### src/rtl/mem_port_arbiter.sv
// Arbitrates one single-port memory between instruction fetch and the data path.
// Latency: grants are combinational, the access is on mem_* one cycle later, and read data returns RD_LAT+2 cycles after the grant.
// Backpressure: requests stall until granted; there is none on returns, so the port sustains one access per cycle.
//
// Ports:
//   i_clk, i_rst                          clock, synchronous active-high reset
//   i_if_req/i_if_addr/i_if_flush         fetch request, word address, redirect flush
//   o_if_gnt/o_if_rvalid/o_if_rdata       fetch grant, read return pulse, read data (held)
//   i_d_req/i_d_we/i_d_addr/i_d_wdata     data request, store flag, byte address, store data
//   o_d_gnt/o_d_rvalid/o_d_rdata          data grant, load return pulse, load data (held)
//   o_mem_en/o_mem_we/o_mem_addr/o_mem_wdata, i_mem_rdata   memory macro port
module mem_port_arbiter #(
    parameter int ADDR_W     = 17,
    parameter int RD_LAT     = 2,
    parameter int STARVE_MAX = 4
) (
    input  logic              i_clk,
    input  logic              i_rst,
    input  logic              i_if_req,
    input  logic [18:0]       i_if_addr,
    input  logic              i_if_flush,
    output logic              o_if_gnt,
    output logic              o_if_rvalid,
    output logic [31:0]       o_if_rdata,
    input  logic              i_d_req,
    input  logic              i_d_we,
    input  logic [31:0]       i_d_addr,
    input  logic [31:0]       i_d_wdata,
    output logic              o_d_gnt,
    output logic              o_d_rvalid,
    output logic [31:0]       o_d_rdata,
    output logic              o_mem_en,
    output logic              o_mem_we,
    output logic [ADDR_W-1:0] o_mem_addr,
    output logic [31:0]       o_mem_wdata,
    input  logic [31:0]       i_mem_rdata
);

    localparam int SW = $clog2(STARVE_MAX + 1);

    logic [SW-1:0]     r_starve_cnt;
    logic              r_mem_en;
    logic              r_mem_we;
    logic [ADDR_W-1:0] r_mem_addr;
    logic [31:0]       r_mem_wdata;
    // Read tags: stage 0 holds the access currently on mem_*, stage RD_LAT
    // is the cycle in which its data is on i_mem_rdata.
    logic [RD_LAT:0]   r_tag_vld;
    logic [RD_LAT:0]   r_tag_fetch;
    logic              r_if_rvalid;
    logic              r_d_rvalid;
    logic [31:0]       r_if_rdata;
    logic [31:0]       r_d_rdata;

    logic              w_starved;
    logic              w_if_gnt;
    logic              w_d_gnt;
    logic [RD_LAT:0]   w_tag_live;
    logic              w_unused;

    assign w_starved = (r_starve_cnt == SW'(STARVE_MAX));

    // Data normally wins; a fetch that has waited STARVE_MAX cycles takes the
    // port. A redirect blocks fetch, so data may still win in a starved cycle.
    assign w_if_gnt = !i_rst && i_if_req && !i_if_flush && (!i_d_req || w_starved);
    assign w_d_gnt  = !i_rst && i_d_req && !w_if_gnt;

    // A redirect kills every fetch tag in the pipe this cycle, including the
    // one leaving it, so its data is never returned.
    assign w_tag_live = r_tag_vld & ~(r_tag_fetch & {(RD_LAT + 1){i_if_flush}});

    // Byte offset and the upper address bits deliberately wrap.
    assign w_unused = ^{i_if_addr[18:ADDR_W], i_d_addr[31:ADDR_W+2], i_d_addr[1:0]};

    always_ff @(posedge i_clk) begin
        if (i_rst) begin
            r_starve_cnt <= '0;
            r_mem_en     <= 1'b0;
            r_mem_we     <= 1'b0;
            r_mem_addr   <= '0;
            r_mem_wdata  <= '0;
            r_tag_vld    <= '0;
            r_tag_fetch  <= '0;
            r_if_rvalid  <= 1'b0;
            r_d_rvalid   <= 1'b0;
            r_if_rdata   <= '0;
            r_d_rdata    <= '0;
        end else begin
            r_mem_en    <= w_if_gnt || w_d_gnt;
            r_mem_we    <= w_d_gnt && i_d_we;
            r_mem_wdata <= (w_d_gnt && i_d_we) ? i_d_wdata : '0;
            if (w_if_gnt) begin
                r_mem_addr <= i_if_addr[ADDR_W-1:0];
            end else if (w_d_gnt) begin
                r_mem_addr <= i_d_addr[ADDR_W+1:2];
            end else begin
                r_mem_addr <= '0;
            end

            // Only reads are tagged; stores never produce a return.
            r_tag_vld   <= {w_tag_live[RD_LAT-1:0], w_if_gnt || (w_d_gnt && !i_d_we)};
            r_tag_fetch <= {r_tag_fetch[RD_LAT-1:0], w_if_gnt};

            r_if_rvalid <= w_tag_live[RD_LAT] && r_tag_fetch[RD_LAT];
            r_d_rvalid  <= w_tag_live[RD_LAT] && !r_tag_fetch[RD_LAT];
            if (w_tag_live[RD_LAT] && r_tag_fetch[RD_LAT]) begin
                r_if_rdata <= i_mem_rdata;
            end
            if (w_tag_live[RD_LAT] && !r_tag_fetch[RD_LAT]) begin
                r_d_rdata <= i_mem_rdata;
            end

            if (i_if_req && !w_if_gnt) begin
                if (!w_starved) begin
                    r_starve_cnt <= r_starve_cnt + SW'(1);
                end
            end else begin
                r_starve_cnt <= '0;
            end
        end
    end

    assign o_if_gnt    = w_if_gnt;
    assign o_d_gnt     = w_d_gnt;
    assign o_mem_en    = r_mem_en;
    assign o_mem_we    = r_mem_we;
    assign o_mem_addr  = r_mem_addr;
    assign o_mem_wdata = r_mem_wdata;
    assign o_if_rvalid = r_if_rvalid;
    assign o_d_rvalid  = r_d_rvalid;
    assign o_if_rdata  = r_if_rdata;
    assign o_d_rdata   = r_d_rdata;

endmodule

### config.mk
export PLATFORM = sky130hd
export DESIGN_NAME = mem_port_arbiter
export DESIGN_NICKNAME = d
export VERILOG_FILES = /design/src/rtl/mem_port_arbiter.sv
export SDC_FILE = /design/constraint.sdc
export NUM_CORES = 1
export LEC_CHECK = 0
export CORE_MARGIN = 8
export CORE_UTILIZATION = 38
export DETAILED_ROUTE_END_ITERATION = 7
export PLACE_DENSITY_LB_ADDON = 0.08
export SYNTH_ARGS = -nofsm -noshare
export SYNTH_HDL_FRONTEND = slang
export SYNTH_SLANG_ARGS = --single-unit
### constraint.sdc
create_clock -name i_clk -period 1.7 [get_ports i_clk]
set_clock_uncertainty 0.15 [all_clocks]
set_input_delay 0.34 -clock i_clk [delete_from_list [all_inputs] [get_ports i_clk]]
set_output_delay 0.34 -clock i_clk [all_outputs]
set_load 0.02 [all_outputs]
== Word-level counts from Yosys, hierarchy flattened ==
Cells that the tools add are included.

* Register bits: 126
* Output and inout bits: 119

* $add $sub $neg: 1
* Equal/unequal tests: 1
* Muxes and demuxes: 2
* Bitwise gates (word level): 5
* Reductions and logical operators: 21

{| class="wikitable"
|+ Operators by type and width
! operator !! count
|-
| 17-bit two-way mux || 2
|-
| 1-bit logical AND || 10
|-
| 3-bit AND || 2
|-
| 1-bit logical NOT || 6
|-
| 2-bit OR reduction || 2
|-
| 3-bit by 1-bit adder with 3-bit output (second input constant) || 1
|-
| 3-bit equality test (second input constant) || 1
|-
| 1-bit logical OR || 3
|-
| 3-bit inverter || 1
|-
| 1-bit inverter || 2
|}

== Logic depth before layout (Yosys ltp) ==
Gate-level depths: netlist of the first run.

* Depth in word-level cells: 9
* Gate-level depth with buffers: 6

== Least setup slack after synthesis of the first run ==
OpenSTA, ideal clock, no wires.

* Path kind: reg-to-output
* From: reg r_starve_cnt[0]
* To: out o_d_gnt
* Data arrival time: 1152 ps
* Setup slack: 58 ps
* Stages on the path, launching flop included: 5
* Buffers on the path: 1
* Path through: dfxtp_1 > inv_1 > ha_1 > a41oi_4 > buf_6

* Word-level cells in the longest chain between the ends: 5

{| class="wikitable"
|+ RTL lines
! what !! line !! text
|-
| start: declaration || 41 || <nowiki>logic [SW-1:0] r_starve_cnt;</nowiki>
|-
| start signal: assignment || 115 || <nowiki>r_starve_cnt <= r_starve_cnt + SW'(1);</nowiki>
|-
| 3-bit equality test || 61 || <nowiki>assign w_starved = (r_starve_cnt == SW'(STARVE_MAX));</nowiki>
|-
| 1-bit logical OR || 65 || <nowiki>assign w_if_gnt = !i_rst && i_if_req && !i_if_flush && (!i_d_req || w_starved);</nowiki>
|-
| 1-bit logical AND || 65 ||
|-
| 1-bit logical NOT || 66 || <nowiki>assign w_d_gnt = !i_rst && i_d_req && !w_if_gnt;</nowiki>
|-
| 1-bit logical AND || 66 ||
|-
| end: declaration || 29 || <nowiki>output logic o_d_gnt,</nowiki>
|}

No other way between the ends.

== Worst setup path in the final report of the first run ==
* From: reg r_starve_cnt[1]
* To: out o_if_gnt

* Word-level cells in the longest chain between the ends: 3

{| class="wikitable"
|+ RTL lines
! what !! line !! text
|-
| 3-bit equality test || 61 ||
|-
| 1-bit logical OR || 65 ||
|-
| 1-bit logical AND || 65 ||
|-
| end: declaration || 22 || <nowiki>output logic o_if_gnt,</nowiki>
|}

No other way between the ends.

==> impl_metrics.env, run 1 <==
export IMPL_path_cells="inv_2 > ha_4 > nand2_4 > a211oi_2 > buf_4"
export IMPL_drc_errors=0
export IMPL_synthCells=434
export IMPL_cp_end_kind="output pin"
export IMPL_antenna_found_initial=0
export IMPL_worstSetupPathType="flip-flop to output pin"
export IMPL_grtUsageTotal=0.174
export IMPL_io_pins=240
export IMPL_ant_nets=0
export IMPL_cts_tree="yes"
export IMPL_r2r_start="r_starve_cnt[1]$_SDFFE_PP0N_"
export IMPL_failed_checks="negative setup slack"
export IMPL_nets=787
export IMPL_chipWidth_um=120
export IMPL_drt_initial_drc_count=229
export IMPL_postCtsHoldBufs=0
export IMPL_gp_congestion=0.751
export IMPL_final_util=0.646
export IMPL_hold_viol_final=0
export IMPL_synthesis_nets=557
export IMPL_vias=3790
export IMPL_synthFlopType="dfxtp_1"
export IMPL_hold_path_class="input pin to flip-flop"
export IMPL_worst_pin_slew_ns=0.719
export IMPL_layout_commonest_cell="nand2_1"
export IMPL_syn_cell_area_mm2=0.00413
export IMPL_h_tree_depth=4
export IMPL_fin_area_mm2=0.00691
export IMPL_syn_mean_instance_area_um2=9.51
export IMPL_path_max_fanout=2
export IMPL_drt_wirelength_per_cell_um=15.7
export IMPL_ir_worst_vdd_v=0.000537
export IMPL_synth_cell_type_count=28
export IMPL_crit_arrival_ns=1.49
export IMPL_grt_start_max_net_pins=71
export IMPL_antennaDiodeCount=0
export IMPL_clk_pin_slew_ns=0.05
export IMPL_slew_viol_final=0
export IMPL_hpwl_um=9520
export IMPL_critPathTopFamily="flip-flops"
export IMPL_cellPowerDensity_mw_per_mm2=998
export IMPL_cts_made_buffers=17
export IMPL_place_ws_ns=-0.630
export IMPL_grt_overflow_total=0
export IMPL_die_h_um=120
export IMPL_rsz0062_at_grt="yes"
export IMPL_routed_wl_um=12800
export IMPL_rows=38
export IMPL_setup_viol=2
export IMPL_dieArea_mm2=0.0144
export IMPL_synth_seq_area_share=0.611
export IMPL_fillCellCount=918
export IMPL_fmax_mhz=505
export IMPL_final_cell_mix="128 x nand2_1, 123 x dfxtp_1, 102 x clkdlybuf4s50_1, 65 x a21oi_1, 52 x clkdlybuf4s15_1"
export IMPL_fin_crit_sh=1.16
export IMPL_timing_rr_end="o_mem_wdata[24]$_SDFF_PP0_"
export IMPL_final_setup_worst_slack_ns=-0.279
export IMPL_clock_sinks=126
export IMPL_cts_path_max_buffers=2
export IMPL_path_depth=5
export IMPL_period_needed_ns=1.98
export IMPL_viasPerCell=4.65
export IMPL_critPathRequiredTime_ns=1.21
export IMPL_power_leakage_nw=2.96
export IMPL_slew_headroom=0.520
export IMPL_synth_seq_cells=126
export IMPL_port_buffers=222
export IMPL_clock_latency_ns=0.50
export IMPL_area_growth_pct=67.5
export IMPL_cp_num_buf_inv=2
export IMPL_startpoint="r_starve_cnt[1]$_SDFFE_PP0N_"
export IMPL_first_pass_iters=4
export IMPL_synth_edff_count=0
export IMPL_reg2reg_depth=6
export IMPL_endpoint="o_if_gnt"
export IMPL_cts_root_buf="clkbuf_8"
export IMPL_drive_gt1_frac=0.144
export IMPL_coreArea_mm2=0.0107
export IMPL_status="finished with violations"
export IMPL_worst_path_max_delay_cell="dfxtp_2"
export IMPL_yosys_warnings=0
export IMPL_grt_pass1_vias=3750
export IMPL_r2r_slack_ns=0.14
export IMPL_grt_pass1_wl_um=19500
export IMPL_slowest_delay_ns=0.32
export IMPL_initial_core_util=0.386
export IMPL_async_flop_share=0
export IMPL_place_area_mm2=0.00651
export IMPL_max_cap_violations=0
export IMPL_cp_start_kind="flip-flop"
-- kinds of logic after synthesis --
group / count (synthesis) / share of synthesized area
and+or+nand+nor: 177 / 0.194
DFF: 126 / 0.611
AOI/OAI and AO/OA: 89 / 0.133
buffers and inverters: 38 / 0.0513
adders and majority gates: 2 / 0.00607
xor gates and xnor gates: 1 / 0.00212
muxes: 1 / 0.00243
-- cell type report --
type                            instances  area [um2]  area share
Tap cell                              140         175      0.0254
Inverter                                5        18.8     0.00272
Clock inverter                          9        95.1      0.0138
Multi-Input combinational cell        270        1410       0.204
Timing Repair Buffer                  244        2240       0.325
Sequential cell                       126        2530       0.366
Clock buffer                           21         439      0.0636
-- state kept, by name (all words and copies together), names as in the netlist --
signal	flops
o_d_rvalid	1
o_mem_en	1
r_starve_cnt	3
o_if_rvalid	1
o_if_rdata	32
o_mem_wdata	32
o_mem_addr	17
r_tag_fetch	3
o_mem_we	1
o_d_rdata	32
r_tag_vld	3
-- worst min-delay path by stage --
| stage | startpoint | slack [ns] | depth (start not counted) | to |
|---|---|---|---|---|
| 5_1_grt | i_rst | 0.14 | 4 | r_starve_cnt[2]$_SDFFE_PP0N_ |
| 3_5_place_dp | r_tag_vld[0]$_SDFF_PP0_ | 0.26 | 2 | r_tag_vld[1]$_SDFF_PP0_ |
| 4_1_cts | i_rst | 0.11 | 4 | r_starve_cnt[2]$_SDFFE_PP0N_ |
| 2_1_floorplan | r_tag_vld[0]$_SDFF_PP0_ | 0.25 | 2 | r_tag_vld[1]$_SDFF_PP0_ |
| 3_3_place_gp | r_tag_vld[1]$_SDFF_PP0_ | 0.25 | 2 | r_tag_vld[2]$_SDFF_PP0_ |
| 6_report | i_rst | 0.15 | 4 | o_mem_en$_SDFF_PP0_ |
-- routing by layer --
metal / vias up / share of wire / global-route usage
li1: 1896 / - / -
met1: 1733 / 0.38 / 0.171
met2: 150 / 0.49 / 0.287
met3: 11 / 0.13 / 0.114
met4: 0 / 0.011 / 0.0664
met5: - / 0 / 0
-- metrics by stage --
stage,total power (W),std cells,setup TNS (ns),hold slack [ns]
6_report,0.00689,815,-0.553,0.151
5_1_grt,0.00718,815,-0.701,0.143
4_1_cts,0.00699,815,-0.615,0.113
3_5_place_dp,0.00374,784,-23.87,0.259
3_3_place_gp,0.00373,784,-21.97,0.254
2_1_floorplan,0.00332,434,0,0.251
-- synth_stat cells (all sizes together) (3+ instances only) --
library cell  instances  area share
a211oi                4      0.0085
a21oi                65       0.079
a22o                 17       0.036
and3                 32       0.049
buf                  21       0.036
clkbuf               12       0.011
dfxtp               126        0.61
inv                   5      0.0045
nand2               129        0.12
nand2b                4      0.0097
nor2b                 3      0.0046
nor3                  3      0.0036
-- report_power, final --
| part | switching [W] | internal [W] | total, W |
|---|---|---|---|
| registers | 0.0000198 | 0.00302 | 0.00304 |
| clock network | 0.00116 | 0.00208 | 0.00325 |
| logic | 0.000261 | 0.000345 | 0.000606 |
| total | 0.00144 | 0.00545 | 0.00689 |
-- repair_timing --
| action | in CTS | in global routing |
|---|---|---|
| gates resized for setup | 179 | 77 |
| setup buffers | 1 | 0 |
| gates cloned | 0 | 0 |
| pin swaps | 4 | 0 |
| endpoints found under the setup margin | 152 | 117 |
-- worst reg2reg max path, cell delays in order (launching register included) --
cell and delay, ns:
dfxtp_2 0.33, inv_2 0.04, ha_4 0.17, buf_12 0.12, a41oi_4 0.16, buf_6 0.32
and3_1 0.22
No activity file was read; power rests on OpenSTA's default activity.
==> inputs of run 2 (changes only) <==
--- a/config.mk
+++ b/config.mk
@@ -5,8 +5,10 @@
 export SDC_FILE = /design/constraint.sdc
 export NUM_CORES = 1
 export LEC_CHECK = 0
+export CELL_PAD_IN_SITES_DETAIL_PLACEMENT = 1
+export CELL_PAD_IN_SITES_GLOBAL_PLACEMENT = 2
 export CORE_MARGIN = 8
-export CORE_UTILIZATION = 38
+export CORE_UTILIZATION = 20
 export DETAILED_ROUTE_END_ITERATION = 7
 export PLACE_DENSITY_LB_ADDON = 0.08
 export SYNTH_ARGS = -nofsm -noshare
==> run 2 against run 1 <==
Effect of this change: critical path type unchanged; the flow still finishes with violations (negative setup slack); via count grew 2.0%; critical endpoint unchanged; maximum frequency rose by 3.9%; largest power group unchanged; die area rose by 76%; final area grew 3.6%; cell count rose by 17%; critical path depth is the same; clock power increased by 7.4%; combinational power increased by 2%.
==> impl_metrics.env, run 2 (synthesis gave the netlist of run 1 again) <==
export IMPL_status="finished with violations"
export IMPL_failed_checks="negative setup slack"
export IMPL_coreArea_mm2=0.0202
export IMPL_antennaDiodeCount=0
export IMPL_cp_end_kind="output pin"
export IMPL_die_h_um=160
export IMPL_nets=791
export IMPL_grt_overflow_total=0
export IMPL_clk_pin_slew_ns=0.05
export IMPL_clkPwrFrac=0.488
export IMPL_fin_area_mm2=0.00716
export IMPL_whs_endpoint="r_tag_fetch[0]$_SDFF_PP0_"
export IMPL_ant_nets=0
export IMPL_drive_gt1_frac=0.106
export IMPL_timing_rr_end="o_mem_wdata[24]$_SDFF_PP0_"
export IMPL_clock_latency_ns=0.40
export IMPL_holdWs_ns=0.242
export IMPL_drc_errors=0
export IMPL_first_pass_iters=4
export IMPL_grt_start_max_net_pins=71
export IMPL_power_frac_comb=0.087
export IMPL_rsz0062_at_grt="yes"
export IMPL_clock_sinks=126
export IMPL_setup_viol=2
export IMPL_cp_start_kind="flip-flop"
export IMPL_hpwl_um=11800
export IMPL_p_sw_frac=0.226
export IMPL_ir_worst_vdd_v=0.000656
export IMPL_slew_headroom=0.477
export IMPL_vias=3866
export IMPL_gp_congestion=0.718
export IMPL_viasPerCell=4.07
export IMPL_fillCellCount=2323
export IMPL_final_setup_worst_slack_ns=-0.205
export IMPL_dieArea_mm2=0.0255
export IMPL_drt_initial_drc_count=64
export IMPL_cts_root_buf="clkbuf_16"
export IMPL_slew_viol_final=0
export IMPL_place_area_mm2=0.00666
export IMPL_drt_wirelength_per_cell_um=16.7
export IMPL_cts_tree="yes"
export IMPL_final_cell_mix="128 x nand2_1, 123 x dfxtp_1, 117 x dlygate4sd2_1, 101 x clkdlybuf4s50_1, 65 x a21oi_1"
export IMPL_power_leakage_nw=3.28
export IMPL_worstSetupPathType="flip-flop to output pin"
export IMPL_hold_depth=3
export IMPL_worst_pin_slew_ns=0.784
export IMPL_io_pins=240
export IMPL_hp_start="i_d_req"
export IMPL_path_max_fanout=3
export IMPL_max_cap_violations=0
export IMPL_antenna_found_initial=0
export IMPL_fmax_mhz=525
export IMPL_layout_commonest_cell="nand2_1"
export IMPL_p_seq_frac=0.425
export IMPL_period_needed_ns=1.91
export IMPL_grt_pass1_wl_um=24800
export IMPL_area_growth_pct=73.5
export IMPL_rows=52
export IMPL_critPathRequiredTime_ns=1.21
export IMPL_r2r_start="r_starve_cnt[0]$_SDFFE_PP0N_"
export IMPL_reg2reg_depth=7
export IMPL_cts_made_buffers=17
export IMPL_grt_pass1_vias=4307
export IMPL_cellPowerDensity_mw_per_mm2=998
export IMPL_routed_wl_um=15900
export IMPL_port_buffers=222
export IMPL_internal_power_w=0.00553
export IMPL_power_total_w=0.00715
export IMPL_crit_arrival_ns=1.42
export IMPL_hold_path_class="input pin to flip-flop"
export IMPL_cts_path_max_buffers=2
export IMPL_r2r_slack_ns=0.10
export IMPL_h_tree_depth=4
export IMPL_p_sw_w=0.00162
export IMPL_grtUsageTotal=0.125
export IMPL_fin_crit_sh=1.12
export IMPL_chipWidth_um=160
export IMPL_hold_viol_final=0
export IMPL_initial_core_util=0.204
-- run 2: changes by cell type in the layout (fill, tap and decap cells not counted), sizes merged --
cell / previous run / this run
inv: 5 / 6
clkdlybuf4s50: 102 / 101
clkinv: 7 / 3
dlymetal6s2s: 0 / 1
buf: 25 / 29
clkdlybuf4s15: 55 / 0
clkbuf: 50 / 23
bufinv: 2 / 1
dlygate4sd2: 33 / 117
clkinvlp: 0 / 4
-- run 2: worst max-delay path by stage --
stage                     slack [ns]  cells past startpoint                         start        to
after floorplan                 0.06                      4  r_starve_cnt[0]$_SDFFE_PP0N_   o_d_gnt
after global placement         -0.64                      4                      i_if_req  o_if_gnt
after detailed placement       -0.65                      4                      i_if_req  o_if_gnt
after CTS                      -0.24                      5  r_starve_cnt[1]$_SDFFE_PP0N_  o_if_gnt
after global routing           -0.28                      5  r_starve_cnt[0]$_SDFFE_PP0N_  o_if_gnt
final                          -0.21                      5  r_starve_cnt[1]$_SDFFE_PP0N_  o_if_gnt
-- run 2: final cells by class --
cell class,instances,area [um2],area share
flip-flops and latches,126,2530,0.353
clock inverters,9,83.8,0.0117
repair buffers,248,2290,0.320
inverters,5,18.8,0.00262
multi-input cells,270,1410,0.197
clock buffers,23,488,0.0682
well taps,270,338,0.0472
-- run 2: per-stage QoR --
| step | TNS, ns | worst slack, ns | utilization | std cells |
|---|---|---|---|---|
| after floorplan | 0 | 0.0584 | - | 434 |
| after global placement | -27.78 | -0.644 | 0.329 | 916 |
| after detailed placement | -29.54 | -0.650 | 0.329 | 916 |
| after CTS | -0.454 | -0.242 | 0.352 | 949 |
| after global routing | -0.525 | -0.280 | 0.354 | 951 |
| final | -0.383 | -0.205 | 0.354 | 951 |
-- run 2: power by group through the flow --
stage,Sequential (W),Combinational [W],Clock [W]
floorplan,0.00318,0.000143,0
global placement,0.00310,0.000648,0
detailed placement,0.00311,0.000650,0
CTS,0.00304,0.000619,0.00363
global route,0.00304,0.000670,0.00379
finish,0.00304,0.000619,0.00349
-- run 2: repair_timing --
item	in CTS	in global routing
setup buffers	1	2
cloned	0	0
gates resized for setup	136	4
hold buffers	0	0
pin swaps	3	1
setup endpoints to repair	170	2
-- run 2: worst max-delay path: stages, from the launching register on --
cell and delay (ns):
dfxtp_2 0.32, inv_2 0.06, ha_4 0.17, nand2_4 0.06, a211oi_2 0.22, buf_4 0.18
-- run 2: per-layer routing --
layer  vias to the layer above  GRT usage  part of all wire
met5                         -          0                 0
met4                         0     0.0425             0.012
met3                        17     0.0781              0.13
met2                       147      0.199              0.46
met1                      1797      0.133              0.40
li1                       1905          -                 -
==> inputs of run 3 (changes only) <==
--- a/config.mk
+++ b/config.mk
@@ -5,6 +5,7 @@
 export SDC_FILE = /design/constraint.sdc
 export NUM_CORES = 1
 export LEC_CHECK = 0
+export ABC_CLOCK_PERIOD_IN_PS = 1700
 export CELL_PAD_IN_SITES_DETAIL_PLACEMENT = 1
 export CELL_PAD_IN_SITES_GLOBAL_PLACEMENT = 2
 export CORE_MARGIN = 8
==> results of run 3 <==
The final DEF is identical to that of run 2; final timing and power are the same.
